**src/rtl/mem_stage_pipe.sv**
```systemverilog
// Registered memory stage between execute and writeback: drives a valid/ready
// data-memory handshake, stalls upstream during accesses, resolves branches and times out hung accesses.
module mem_stage_pipe #(
  parameter int DATA_WIDTH     = 32,
  parameter int ADDR_WIDTH     = 32,
  parameter int REG_ADDR_WIDTH = 5,
  parameter int TIMEOUT_CYCLES = 15
) (
  input  logic                      iClk,
  input  logic                      iReset_n,
  input  logic                      iValid,
  input  logic [DATA_WIDTH-1:0]     iExuResult,
  input  logic [DATA_WIDTH-1:0]     iMemData,
  input  logic                      iMemRead,
  input  logic                      iMemWrite,
  input  logic [ADDR_WIDTH-1:0]     iNextPC,
  input  logic [ADDR_WIDTH-1:0]     iBranchAddr,
  input  logic                      iBranchCmd,
  input  logic [2:0]                iBranchOp,
  input  logic                      iBranchPredict,
  input  logic                      iZeroFlag,
  input  logic                      iNegativeFlag,
  input  logic                      iOverflowFlag,
  input  logic [REG_ADDR_WIDTH-1:0] iWriteAddr,
  input  logic                      iWriteEn,
  input  logic [DATA_WIDTH-1:0]     iDataMemData,
  input  logic                      iDataMemReady,
  output logic                      oStall,
  output logic                      oDataMemValid,
  output logic                      oDataMemRW,
  output logic [ADDR_WIDTH-1:0]     oDataMemAddr,
  output logic [DATA_WIDTH-1:0]     oDataMemData,
  output logic                      oValid,
  output logic [DATA_WIDTH-1:0]     oMemData,
  output logic [DATA_WIDTH-1:0]     oExuData,
  output logic [REG_ADDR_WIDTH-1:0] oWriteAddr,
  output logic                      oWriteEn,
  output logic                      oMemToReg,
  output logic                      oBranchMissCmd,
  output logic [ADDR_WIDTH-1:0]     oBranchMissAddr,
  output logic                      oMemError
);

  typedef enum logic {
    IDLE = 1'b0,
    WAIT = 1'b1
  } stateT;

  localparam logic [7:0] TIMEOUT_LAST = 8'(TIMEOUT_CYCLES - 1);

  stateT                     state;
  logic [7:0]                timeoutCnt;
  logic                      branchTaken;
  logic                      branchMiss;
  logic [ADDR_WIDTH-1:0]     branchMissAddr;
  logic                      isMemOp;

  // Bundle captured at accept and released when a memory access finishes
  logic [DATA_WIDTH-1:0]     pendExuData;
  logic [REG_ADDR_WIDTH-1:0] pendWriteAddr;
  logic                      pendWriteEn;
  logic                      pendMemToReg;
  logic                      pendBranchMiss;
  logic [ADDR_WIDTH-1:0]     pendBranchMissAddr;

  assign oStall        = (state == WAIT);
  assign oDataMemValid = (state == WAIT);
  assign isMemOp       = iMemRead | iMemWrite;

  always_comb begin
    branchTaken = 1'b0;
    if (iBranchCmd) begin
      case (iBranchOp)
        3'b000:  branchTaken = iZeroFlag;
        3'b001:  branchTaken = ~iZeroFlag;
        3'b010:  branchTaken = iNegativeFlag ^ iOverflowFlag;
        3'b011:  branchTaken = ~(iNegativeFlag ^ iOverflowFlag);
        3'b100:  branchTaken = 1'b1;
        default: branchTaken = 1'b0;
      endcase
    end
    branchMiss     = branchTaken ^ iBranchPredict;
    branchMissAddr = iBranchPredict ? iNextPC : iBranchAddr;
  end

  always_ff @(posedge iClk or negedge iReset_n) begin
    if (!iReset_n) begin
      state              <= IDLE;
      timeoutCnt         <= '0;
      oDataMemRW         <= 1'b0;
      oDataMemAddr       <= '0;
      oDataMemData       <= '0;
      oValid             <= 1'b0;
      oMemData           <= '0;
      oExuData           <= '0;
      oWriteAddr         <= '0;
      oWriteEn           <= 1'b0;
      oMemToReg          <= 1'b0;
      oBranchMissCmd     <= 1'b0;
      oBranchMissAddr    <= '0;
      oMemError          <= 1'b0;
      pendExuData        <= '0;
      pendWriteAddr      <= '0;
      pendWriteEn        <= 1'b0;
      pendMemToReg       <= 1'b0;
      pendBranchMiss     <= 1'b0;
      pendBranchMissAddr <= '0;
    end else begin
      oValid         <= 1'b0;
      oBranchMissCmd <= 1'b0;
      oMemError      <= 1'b0;
      case (state)
        IDLE: begin
          if (iValid) begin
            if (isMemOp) begin
              state              <= WAIT;
              timeoutCnt         <= '0;
              oDataMemRW         <= iMemWrite;
              oDataMemAddr       <= iExuResult[ADDR_WIDTH-1:0];
              oDataMemData       <= iMemData;
              pendExuData        <= iExuResult;
              pendWriteAddr      <= iWriteAddr;
              pendWriteEn        <= iWriteEn;
              pendMemToReg       <= iMemRead;
              pendBranchMiss     <= branchMiss;
              pendBranchMissAddr <= branchMissAddr;
            end else begin
              oValid          <= 1'b1;
              oExuData        <= iExuResult;
              oWriteAddr      <= iWriteAddr;
              oWriteEn        <= iWriteEn;
              oMemToReg       <= 1'b0;
              oBranchMissCmd  <= branchMiss;
              oBranchMissAddr <= branchMissAddr;
            end
          end
        end
        WAIT: begin
          // Ready on the timeout edge still completes normally
          if (iDataMemReady) begin
            state           <= IDLE;
            oValid          <= 1'b1;
            oMemData        <= oDataMemRW ? '0 : iDataMemData;
            oExuData        <= pendExuData;
            oWriteAddr      <= pendWriteAddr;
            oWriteEn        <= pendWriteEn;
            oMemToReg       <= pendMemToReg;
            oBranchMissCmd  <= pendBranchMiss;
            oBranchMissAddr <= pendBranchMissAddr;
          end else if (timeoutCnt == TIMEOUT_LAST) begin
            state      <= IDLE;
            oValid     <= 1'b1;
            oMemError  <= 1'b1;
            oExuData   <= pendExuData;
            oWriteAddr <= pendWriteAddr;
            oWriteEn   <= 1'b0;
            oMemToReg  <= pendMemToReg;
          end else begin
            timeoutCnt <= timeoutCnt + 8'd1;
          end
        end
        default: state <= IDLE;
      endcase
    end
  end

endmodule
```
**config.mk**
```make
export PLATFORM = sky130hd
export DESIGN_NAME = mem_stage_pipe
export DESIGN_NICKNAME = d
export VERILOG_FILES = /design/src/rtl/mem_stage_pipe.sv
export SDC_FILE = /design/constraint.sdc
export NUM_CORES = 1
export LEC_CHECK = 0
export ABC_CLOCK_PERIOD_IN_PS = 2900
export BUFFER_PORTS_ARGS = -buffer_cell sky130_fd_sc_hd__buf_2
export CORE_MARGIN = 4
export CORE_UTILIZATION = 54
export CTS_CLUSTER_DIAMETER = 100
export DETAILED_ROUTE_END_ITERATION = 10
export GPL_ROUTABILITY_DRIVEN = 0
export HOLD_SLACK_MARGIN = 0.06
export PLACE_DENSITY = 0.86
export SLEW_MARGIN = 20
export SYNTH_ARGS = -nofsm -noshare
export SYNTH_HDL_FRONTEND = slang
export SYNTH_SLANG_ARGS = --single-unit
export TNS_END_PERCENT = 100
```
**constraint.sdc**
```tcl
create_clock -name iClk -period 2.9 [get_ports iClk]
set_clock_uncertainty 0.15 [all_clocks]
set_input_delay 0.29 -clock iClk [delete_from_list [all_inputs] [get_ports iClk]]
set_output_delay 0.29 -clock iClk [all_outputs]
set_load 0.005 [all_outputs]
```
==> results.md, run 1 <==
- Status: finished, final reports clean
- Setup TNS: 0 ps
- Slew headroom: 44.02%
- Initial antenna violation count: 0
- Syn_nets: 1,137
- Hold/Removal Path Class: primary input to register
- Mean area per synthesized cell: 10.19 sq um
- Crit. End Element: register
- Clock latency on the worst-skew pair: 510 ps
- Vias in the first global route: 10,310
- Max Buffers Root-to-Sink: 3
- Final non-filler cell total: 1,702
- Pwr dens: 749.2 nW/um^2
- Critical Path RT: 3130 ps
- Crit path DAT: 2560 ps
- Critical path class: register to register
- HPWL Detailed: 18,000 um
- Final Hold Viols: 0
- Flop2flop setup slack: 570 ps
- CTS root buf: clkbuf_16
- Num Clock Sinks: 220
- Leak Pwr: 7.331 nW
- Period minus WS final: 2326 ps
- Post-synth top flop: dfrtp_1
- Overflow after GRT: 0
- Placed Instances: 1,488
- Post-CTS Resized: 0
- Post-route antenna net violation count: 0
- Die height: 142.2 um
- Peak Freq: 429.9 MHz
- EDFF count, synth: 0
- CP Launch Type: register
- Cell Area, Synth: 9732 sq um
- Clock transition at path regs: 60 ps
- CTS tree: built
- Layout cells sized above 1: 32.79%
- Most common cell after layout, fill and taps aside: buf_2
- Most frequent cells in the layout: 351 x buf_2, 347 x nand2_1, 219 x dfrtp_1
- Maximum capacitance violations: 0
- CTS Buf Count: 24
- Async SR Flop Fraction: 100.0%
- Setup Viol. Count Final: 0
- Total Wirelength: 33,360 um
- Syn. warnings: 0
- Die footprint: 20,230 sq um
- Max H-tree Level: 1
- Iteration-0 DRC Markers: 545
- Largest net degree at the start of global routing: 72
- Die Wd: 142.2 um
- # IOs: 353
- Hold slack: 75.47 ps
- Tcrit/Tclk final: 80.21%
- Layout area overhead: 46.01%
- Placeable Area: 17,480 sq um
- Slew @ Worst Pin: 839.7 ps
- Total number of vias: 9,259
- Cell Rows: 48
- Drt via density: 5.440
- DR pass1 iterations: 5
- Crit path max fanout: 29
- Fillers: 936
- Routed length per instance: 19.60 um
- Register area share after synthesis: 56.57%
- Synth unique cells: 37
- Nets: 1,641
- Total power: 0.01065 W
- Gr usage total: 33.24%
- RSZ-0062 raised after global routing: false
- # port buffers: 352
- Maximum vdd drop: 0.5707 mV
- Mapped Cells: 955
- Max Slew Vio Count: 0
- Starting density of the core: 55.68%
- DRC viols: 0
- First-pass GRT wire length: 53,830 um
- Synth Register Bits: 220
## report_power, final
group	switching (W)	total (W)	internal, W
logic	0.00148	0.00284	0.00136
clock network	0.00127	0.00334	0.00207
registers	0.000568	0.00447	0.00390
total	0.00332	0.0106	0.00733
## per-stage QoR
stage                     util (%)  worst slack (ps)  cell area, sq um
final                        81.31             573.9             14210
after global routing         81.29             463.8             14210
after CTS                    81.29             575.6             14210
after detailed placement     66.59             620.4             11640
after global placement       66.59             665.3             11640
after floorplan                  -              1073              9732
## routing by layer
| metal | routed length, um | up-vias | GRT usage (%) |
|---|---|---|---|
| li1 | - | 4122 | - |
| met1 | 11620 | 4409 | 37.51 |
| met2 | 17000 | 555 | 58.61 |
| met3 | 2596 | 173 | 7.157 |
| met4 | 2147 | 0 | 18.28 |
| met5 | 0 | - | 0 |
## cells by family (layout without fill, tap and decap cells)
family	count (synthesis)	after routing	share of synthesized area (%)
compound gates	79	79	4.513
xor+xnor	4	4	0.3601
fa+ha+maj	2	2	0.2571
buf+inv	65	586	3.471
flops	220	220	56.57
mux	141	141	15.88
other cells	0	1	0
simple gates	444	444	18.95
## worst max-delay path: stages, from the launching register on
cell and delay (ps):
dfrtp_4 420, buf_4 440, nand2_2 140, o31ai_4 90
a21o_2 320, buf_12 230, mux2_1 390
## state kept, by name (all words and copies together), names as in the netlist, 5 cells and up
signal	cells
pendBranchMissAddr	32
oDataMemData	32
oBranchMissAddr	32
pendWriteAddr	5
oWriteAddr	5
pendExuData	32
oMemData	32
oExuData	32
timeoutCnt	8
## synthesized netlist by cell type, types with 4 or more instances
library cell	instances	area, sq um
nand2_1	348	1306
dfrtp_1	220	5505
mux2_2	69	777.0
mux2_1	38	427.9
o21ai_0	37	185.2
nor2_1	36	135.1
mux2i_1	34	340.3
nand2b_1	33	206.5
a21oi_1	32	160.2
buf_2	27	135.1
clkbuf_1	23	86.33
buf_6	6	67.56
nand3_1	6	30.03
inv_1	5	18.77
and3_1	4	25.02
buf_4	4	30.03
## worst paths after layout
| path | end | cells past startpoint | startpoint |
|---|---|---|---|
| min in group asynchronous | oDataMemData[24] | 2 | iReset_n |
| worst min register to register | oDataMemData[26] | 2 | oDataMemData[26] |
| max in group asynchronous | oBranchMissAddr[17] | 3 | iReset_n |
| worst max register to register | oExuData[0] | 6 | oDataMemValid |
| worst min-delay path | oBranchMissAddr[18] | 4 | iNextPC[18] |
| worst max-delay path | oExuData[0] | 6 | oDataMemValid |
## final cells by class
type	count	area, sq um	area share, %
flip-flops and latches	220	5509	38.77
multi-input cells	670	3899	27.44
repair buffers	538	3631	25.55
clock buffers	31	666.9	4.693
well taps	225	281.5	1.981
clock inverters	12	201.4	1.418
inverters	5	18.77	0.1321
diodes	1	2.502	0.01761
## timing repair
item	4_1_cts	5_1_grt
setup buffers	0	0
hold buffers	170	0
hold endpoints to repair	241	0
Power figures use the tool's default switching activity.
==> run 2, diff against run 1 <==
Settings changed: ABC_CLOCK_PERIOD_IN_PS 2900 to 2200, CORE_UTILIZATION 54 to 50, PLACE_DENSITY 0.86 to 0.81.
Clock period 2.9 ns to 2.2 ns, I/O delays scaled along.
==> results.md, run 2 (same netlist as run 1, synthesis figures left out) <==
- RSZ-0062 raised after global routing: false
- Most frequent cells in the layout: 351 x buf_2, 347 x nand2_1, 219 x dfrtp_1
- Most common cell after layout, fill and taps aside: buf_2
- # diodes: 0 (-1)
- Maximum capacitance violations: 0 (unchanged)
- Die height: 147.5 um (+3.7%)
- Slowest CP cell: dlygate4sd3_1
- DR WL met2: 16,070 um (-5.5%)
- Reg2Reg Depth: 7 (+1)
- Tcrit/Tclk final: 97.91%
- Clock transition at path regs: 60 ps (about the same)
- Crit path max fanout: 2 (-93%)
- Initial antenna violation count: 0 (unchanged)
- Pre-CTS WS: 154.3 ps (-466.1 ps)
- Met1 wire length: 11,710 um (+0.79%)
- Num Clock Sinks: 220 (unchanged)
- Critical Path Max Stage Delay: 580 ps (+140 ps)
- Gr usage total: 27.94% (-5.3 points)
- Total power: 0.01402 W (+32%)
- Critical path class: primary input to register
- Uppermost routed layer: met4
- Reg2Reg Capture Point: oExuData[1]
- Cell Rows: 50 (+4.2%)
- Period minus WS final: 2154 ps
- HPWL Detailed: 17,800 um (-1.1%)
- Largest net degree at the start of global routing: 79 (+9.7%)
- Slew @ Worst Pin: 646.1 ps (-193.7 ps)
- Reg2Reg Launch Point: timeoutCnt[0]
- Drt via density: 5.157 (-5.2%)
- Setup TNS: 0 ps (unchanged)
- Starting density of the core: 51.51% (-4.2 points)
- Vias in the first global route: 9,696 (-6.0%)
- Slew headroom: 56.93% (+13 points)
- Nets: 1,651 (+0.61%)
- Status: finished, final reports clean
- Critical Path RT: 2440 ps (-690 ps)
- Overflow after GRT: 0 (unchanged)
- Setup crit end: pendBranchMissAddr[14]
- Met3 wire length: 2247 um (-13%)
- Placeable Area: 18,890 sq um (+8.1%)
- Crit. End Element: register
- Layout area overhead: 48.60%
- Die footprint: 21,760 sq um (+7.5%)
- Max Buffers Root-to-Sink: 3 (unchanged)
- # IOs: 353 (unchanged)
- Total Wirelength: 31,270 um (-6.3%)
- CTS root buf: clkbuf_16
- Clock latency on the worst-skew pair: 500 ps (about the same)
- DR pass1 iterations: 5 (unchanged)
- Max Slew Vio Count: 0 (unchanged)
- Post-route antenna net violation count: 0 (unchanged)
- Hold/Removal Path Class: primary input to asynchronous set/reset pin
- Routed length per instance: 17.90 um (-8.7%)
- CTS tree: built
- Setup bufs post-CTS: 0 (unchanged)
- # port buffers: 352 (unchanged)
- Post-CTS Hold Fix Bufs: 175 (+2.9%)
- Setup Viol. Count Final: 0 (unchanged)
- Flop2flop setup slack: 140 ps (-430 ps)
- Crit path DAT: 2400 ps (-160 ps)
- Setup ws final: 45.97 ps (-527.9 ps)
- Critical path origin: iBranchAddr[14]
- Max H-tree Level: 1 (unchanged)
- Total number of vias: 9,010 (-2.7%)
- Layout cells sized above 1: 32.95% (+0.16 points)
- Final Hold Viols: 0 (unchanged)
- Leak Pwr: 7.415 nW (+1.1%)
- Most used cell, CP: dlygate4sd3_1
- Maximum vdd drop: 0.6889 mV (+21%)
- CTS Buf Count: 24 (unchanged)
- Die Wd: 147.5 um (+3.7%)
- First-pass GRT wire length: 49,890 um (-7.3%)
- CP Launch Type: primary input
- Pwr dens: 969.2 nW/um^2 (+29%)
- Iteration-0 DRC Markers: 421 (-23%)
- Peak Freq: 464.2 MHz
- Hold slack: 83.03 ps (+7.558 ps)
- Crit path cell chain: dlygate4sd3_1, buf_2, mux2_2, dlygate4sd3_1, nand2_1, dlygate4sd3_1, nand2_1
- Post-CTS Resized: 0 (unchanged)
- DRC viols: 0 (unchanged)
-- run 2: cell count changes in the layout (fill, tap and decap cells not counted) --
cell	delta
dlygate4sd3_1	+5
clkbuf_16	+1
buf_12	+8
buf_4	-3
clkinv_8	-1
clkbuf_8	-1
inv_8	+1
diode_2	-1
clkinv_2	-2
clkinv_4	+3
-- run 2: final cells by class --
cell class | instances | area, sq um
clock buffer | 31 | 678.2
timing repair buffer | 548 | 3819
sequential | 220 | 5509
clock inverter | 13 | 212.7
tap | 260 | 325.3
inverter | 5 | 18.77
fill | 1157 | 4432
multi-input combinational | 670 | 3899
-- run 2: worst min-delay path by stage --
stage,start,end,cells past startpoint
final,iReset_n,oDataMemData[11],2
after global routing,iBranchAddr[16],oBranchMissAddr[16],4
after floorplan,iReset_n,oBranchMissAddr[0],0
after CTS,iBranchAddr[16],oBranchMissAddr[16],4
after global placement,iReset_n,oDataMemData[14],1
after detailed placement,iReset_n,oDataMemData[11],1
-- run 2: per-layer routing --
layer  vias to the layer above  GRT usage [%]
li1                       4152              -
met1                      4353          32.51
met2                       414          50.52
met3                        91          6.530
met4                         0          9.925
met5                         -              0
-- run 2: report_power, final --
part	switching, W	leakage, nW	internal (W)
Sequential	0.000696	2.70	0.00514
Clock	0.00168	0.430	0.00278
Combinational	0.00187	4.29	0.00184
-- run 2: stage by stage --
stage	instances	cell area, sq um	util, %
after floorplan	955	9732	-
after global placement	1528	11820	62.56
after detailed placement	1528	11820	62.56
after CTS	1747	14460	76.54
after global routing	1747	14460	76.54
final	1747	14460	76.54
-- run 2: worst max-delay path, delay by kind of cell --
family | cells | cell delay [ps]
buffers and inverters | 4 | 1800
multiplexers | 1 | 260
AND/OR/NAND/NOR | 2 | 120
==> run 3, diff against run 2 <==
Settings changed: ABC_CLOCK_PERIOD_IN_PS 2200 to 1730, BUFFER_PORTS_ARGS -buffer_cell sky130_fd_sc_hd__buf_2 to unset, CORE_UTILIZATION 50 to 57, DONT_BUFFER_PORTS set to 1, PLACE_DENSITY 0.81 to 0.75, RECOVER_POWER set to 25.
Clock period 2.2 ns to 1.73 ns, I/O delays scaled along.
==> results.md, run 3 (same netlist as run 1, synthesis figures left out) <==
- Status: finished with violations
- Failing checks: negative hold slack, negative setup slack
- Die Wd: 138.7 um (-6.0%)
- # port buffers: 0 (-100%)
- Slew @ Worst Pin: 537.1 ps (-109.0 ps)
- Post-route antenna net violation count: 0 (unchanged)
- Hold/Removal Path Class: primary input to asynchronous set/reset pin
- Total power: 0.01641 W (+17%)
- Uppermost routed layer: met4
- Initial antenna violation count: 0 (unchanged)
- Drt via density: 5.772 (+12%)
- Max H-tree Level: 1 (unchanged)
- Crit path max fanout: 16 (+14)
- Period minus WS final: 1929 ps
- Overflow after GRT: 0 (unchanged)
- Crit path DAT: 2180 ps (-220 ps)
- Setup TNS: -6429 ps (-6429 ps)
- CTS root buf: clkbuf_16
- Maximum capacitance violations: 0 (unchanged)
- Final Core Density: 78.23% (+1.7 points)
- Pwr dens: 1260 nW/um^2 (+30%)
- Layout area overhead: 33.77%
- Max Buffers Root-to-Sink: 3 (unchanged)
- Hold slack: -782.2 ps (-865.2 ps)
- Max Slew Vio Count: 0 (unchanged)
- Setup Viol. Count Final: 38 (+38)
- Clock latency on the worst-skew pair: 520 ps (+20 ps)
- Setup ws final: -198.7 ps (-244.7 ps)
- Design area: 13,020 sq um (-10%)
- DR WL met2: 15,290 um (-4.9%)
- # IOs: 353 (unchanged)
- Sw Ratio: 30.78% (+0.47 points)
- CP Launch Type: register
- Placeable Area: 16,640 sq um (-12%)
- Routed length per instance: 21.97 um (+23%)
- Slew headroom: 64.20% (+7.3 points)
- Combinational share of power: 20.9% (-5.6 points)
- P_sw: 0.005051 W (+19%)
- Leak Pwr: 6.186 nW (-17%)
- Most frequent cells in the layout: 337 x nand2_1, 219 x dfrtp_1, 176 x dlygate4sd3_1
- Vias in the first global route: 8,196 (-15%)
- Pre-CTS WS: -153.5 ps (-307.8 ps)
- RSZ-0062 raised after global routing: true
- Crit. End Element: register
- Total number of vias: 7,937 (-12%)
- CTS tree: built
- Num Clock Sinks: 220 (unchanged)
- Tcrit/Tclk final: 111.5%
- Die height: 138.7 um (-6.0%)
- Met3 wire length: 2851 um (+27%)
- Final Hold Viols: 220 (+220)
- Layout cells sized above 1: 17.09% (-16 points)
- Nets: 1,323 (-20%)
- Critical Path RT: 1980 ps (-460 ps)
- DP Area: 10,020 sq um (-15%)
- Largest net degree at the start of global routing: 221 (+180%)
- CTS Buf Count: 24 (unchanged)
- Met1 wire length: 10,860 um (-7.3%)
- Critical path class: register to register
- Clock transition at path regs: 60 ps (about the same)
- DRC viols: 0 (unchanged)
- Most common cell after layout, fill and taps aside: nand2_1
- Peak Freq: 518.5 MHz
- Iteration-0 DRC Markers: 449 (+6.7%)
- Gr usage total: 27.82% (-0.12 points)
- Die footprint: 19,230 sq um (-12%)
- Internal power: 0.01136 W (+16%)
- HPWL Detailed: 15,700 um (-12%)
- Cell Rows: 47 (-6.0%)
- Sequential power share: 48.4% (+6.7 points)
- DR pass1 iterations: 5 (unchanged)
- First-pass GRT wire length: 44,100 um (-12%)
- Total Wirelength: 30,210 um (-3.4%)
- Post-CTS Hold Fix Bufs: 177 (+1.1%)
- Clock share of power: 30.7% (-1.2 points)
- Maximum vdd drop: 1.020 mV (+48%)
- Starting density of the core: 58.48% (+7.0 points)
-- run 3: routing by layer --
metal / GRT usage [%] / vias up
met2: 48.02 / 431
met3: 8.862 / 92
li1: - / 3492
met1: 32.81 / 3922
met4: 10.25 / 0
met5: 0 / -
-- run 3: repair_timing --
| action | 4_1_cts | 5_1_grt |
|---|---|---|
| gates cloned | 0 | 11 |
| buffers inserted | 0 | 2 |
| setup endpoints to repair | 57 | 195 |
| resized for setup | 6 | 51 |
| pin swaps | 0 | 5 |
| endpoints found under the hold margin | 440 | 220 |
-- run 3: final timing paths --
check,from,end,slack (ps),cells after the start
setup / recovery,timeoutCnt[0],oExuData[0],-200,7
hold reg to reg,pendWriteAddr[4],pendWriteAddr[4],320,2
setup reg to reg,timeoutCnt[0],oExuData[0],-200,7
hold / removal,iReset_n,pendBranchMissAddr[20],-780,0
min in group iClk,iValid,pendBranchMiss,60,5
max in group asynchronous,iReset_n,oDataMemValid,1720,0
-- run 3: stage by stage --
stage / hold WS [ps] / instances
after global placement: -267.0 / 1145
after detailed placement: -265.6 / 1145
after CTS: -812.8 / 1360
after floorplan: -272.6 / 955
final: -782.2 / 1375
after global routing: -807.6 / 1373
-- run 3: final cells by class --
cell class | instances | area [sq um]
diodes | 2 | 5.005
clock inverters | 8 | 120.1
inverters | 5 | 18.77
multi-input cells | 672 | 4065
well taps | 220 | 275.3
repair buffers | 218 | 2372
fillers | 935 | 3623
clock buffers | 30 | 653.1
flip-flops and latches | 220 | 5509
-- run 3: power by group through the flow --
stage | sequential, W | clock (W) | combinational [W]
final | 0.00794 | 0.00504 | 0.00344
after global routing | 0.00804 | 0.00535 | 0.00377
after CTS | 0.00782 | 0.00509 | 0.00288
after detailed placement | 0.00788 | 0 | 0.00246
after global placement | 0.00785 | 0 | 0.00232
after floorplan | 0.00741 | 0 | 0.00199
-- run 3: worst max-delay path, cell delays in order, from the launching register on --
cell and delay [ps]:
dfrtp_1 370, inv_1 60, ha_1 140, nand4bb_1 140
nor3_2 210, a21o_4 230, buf_12 170, mux2_1 330
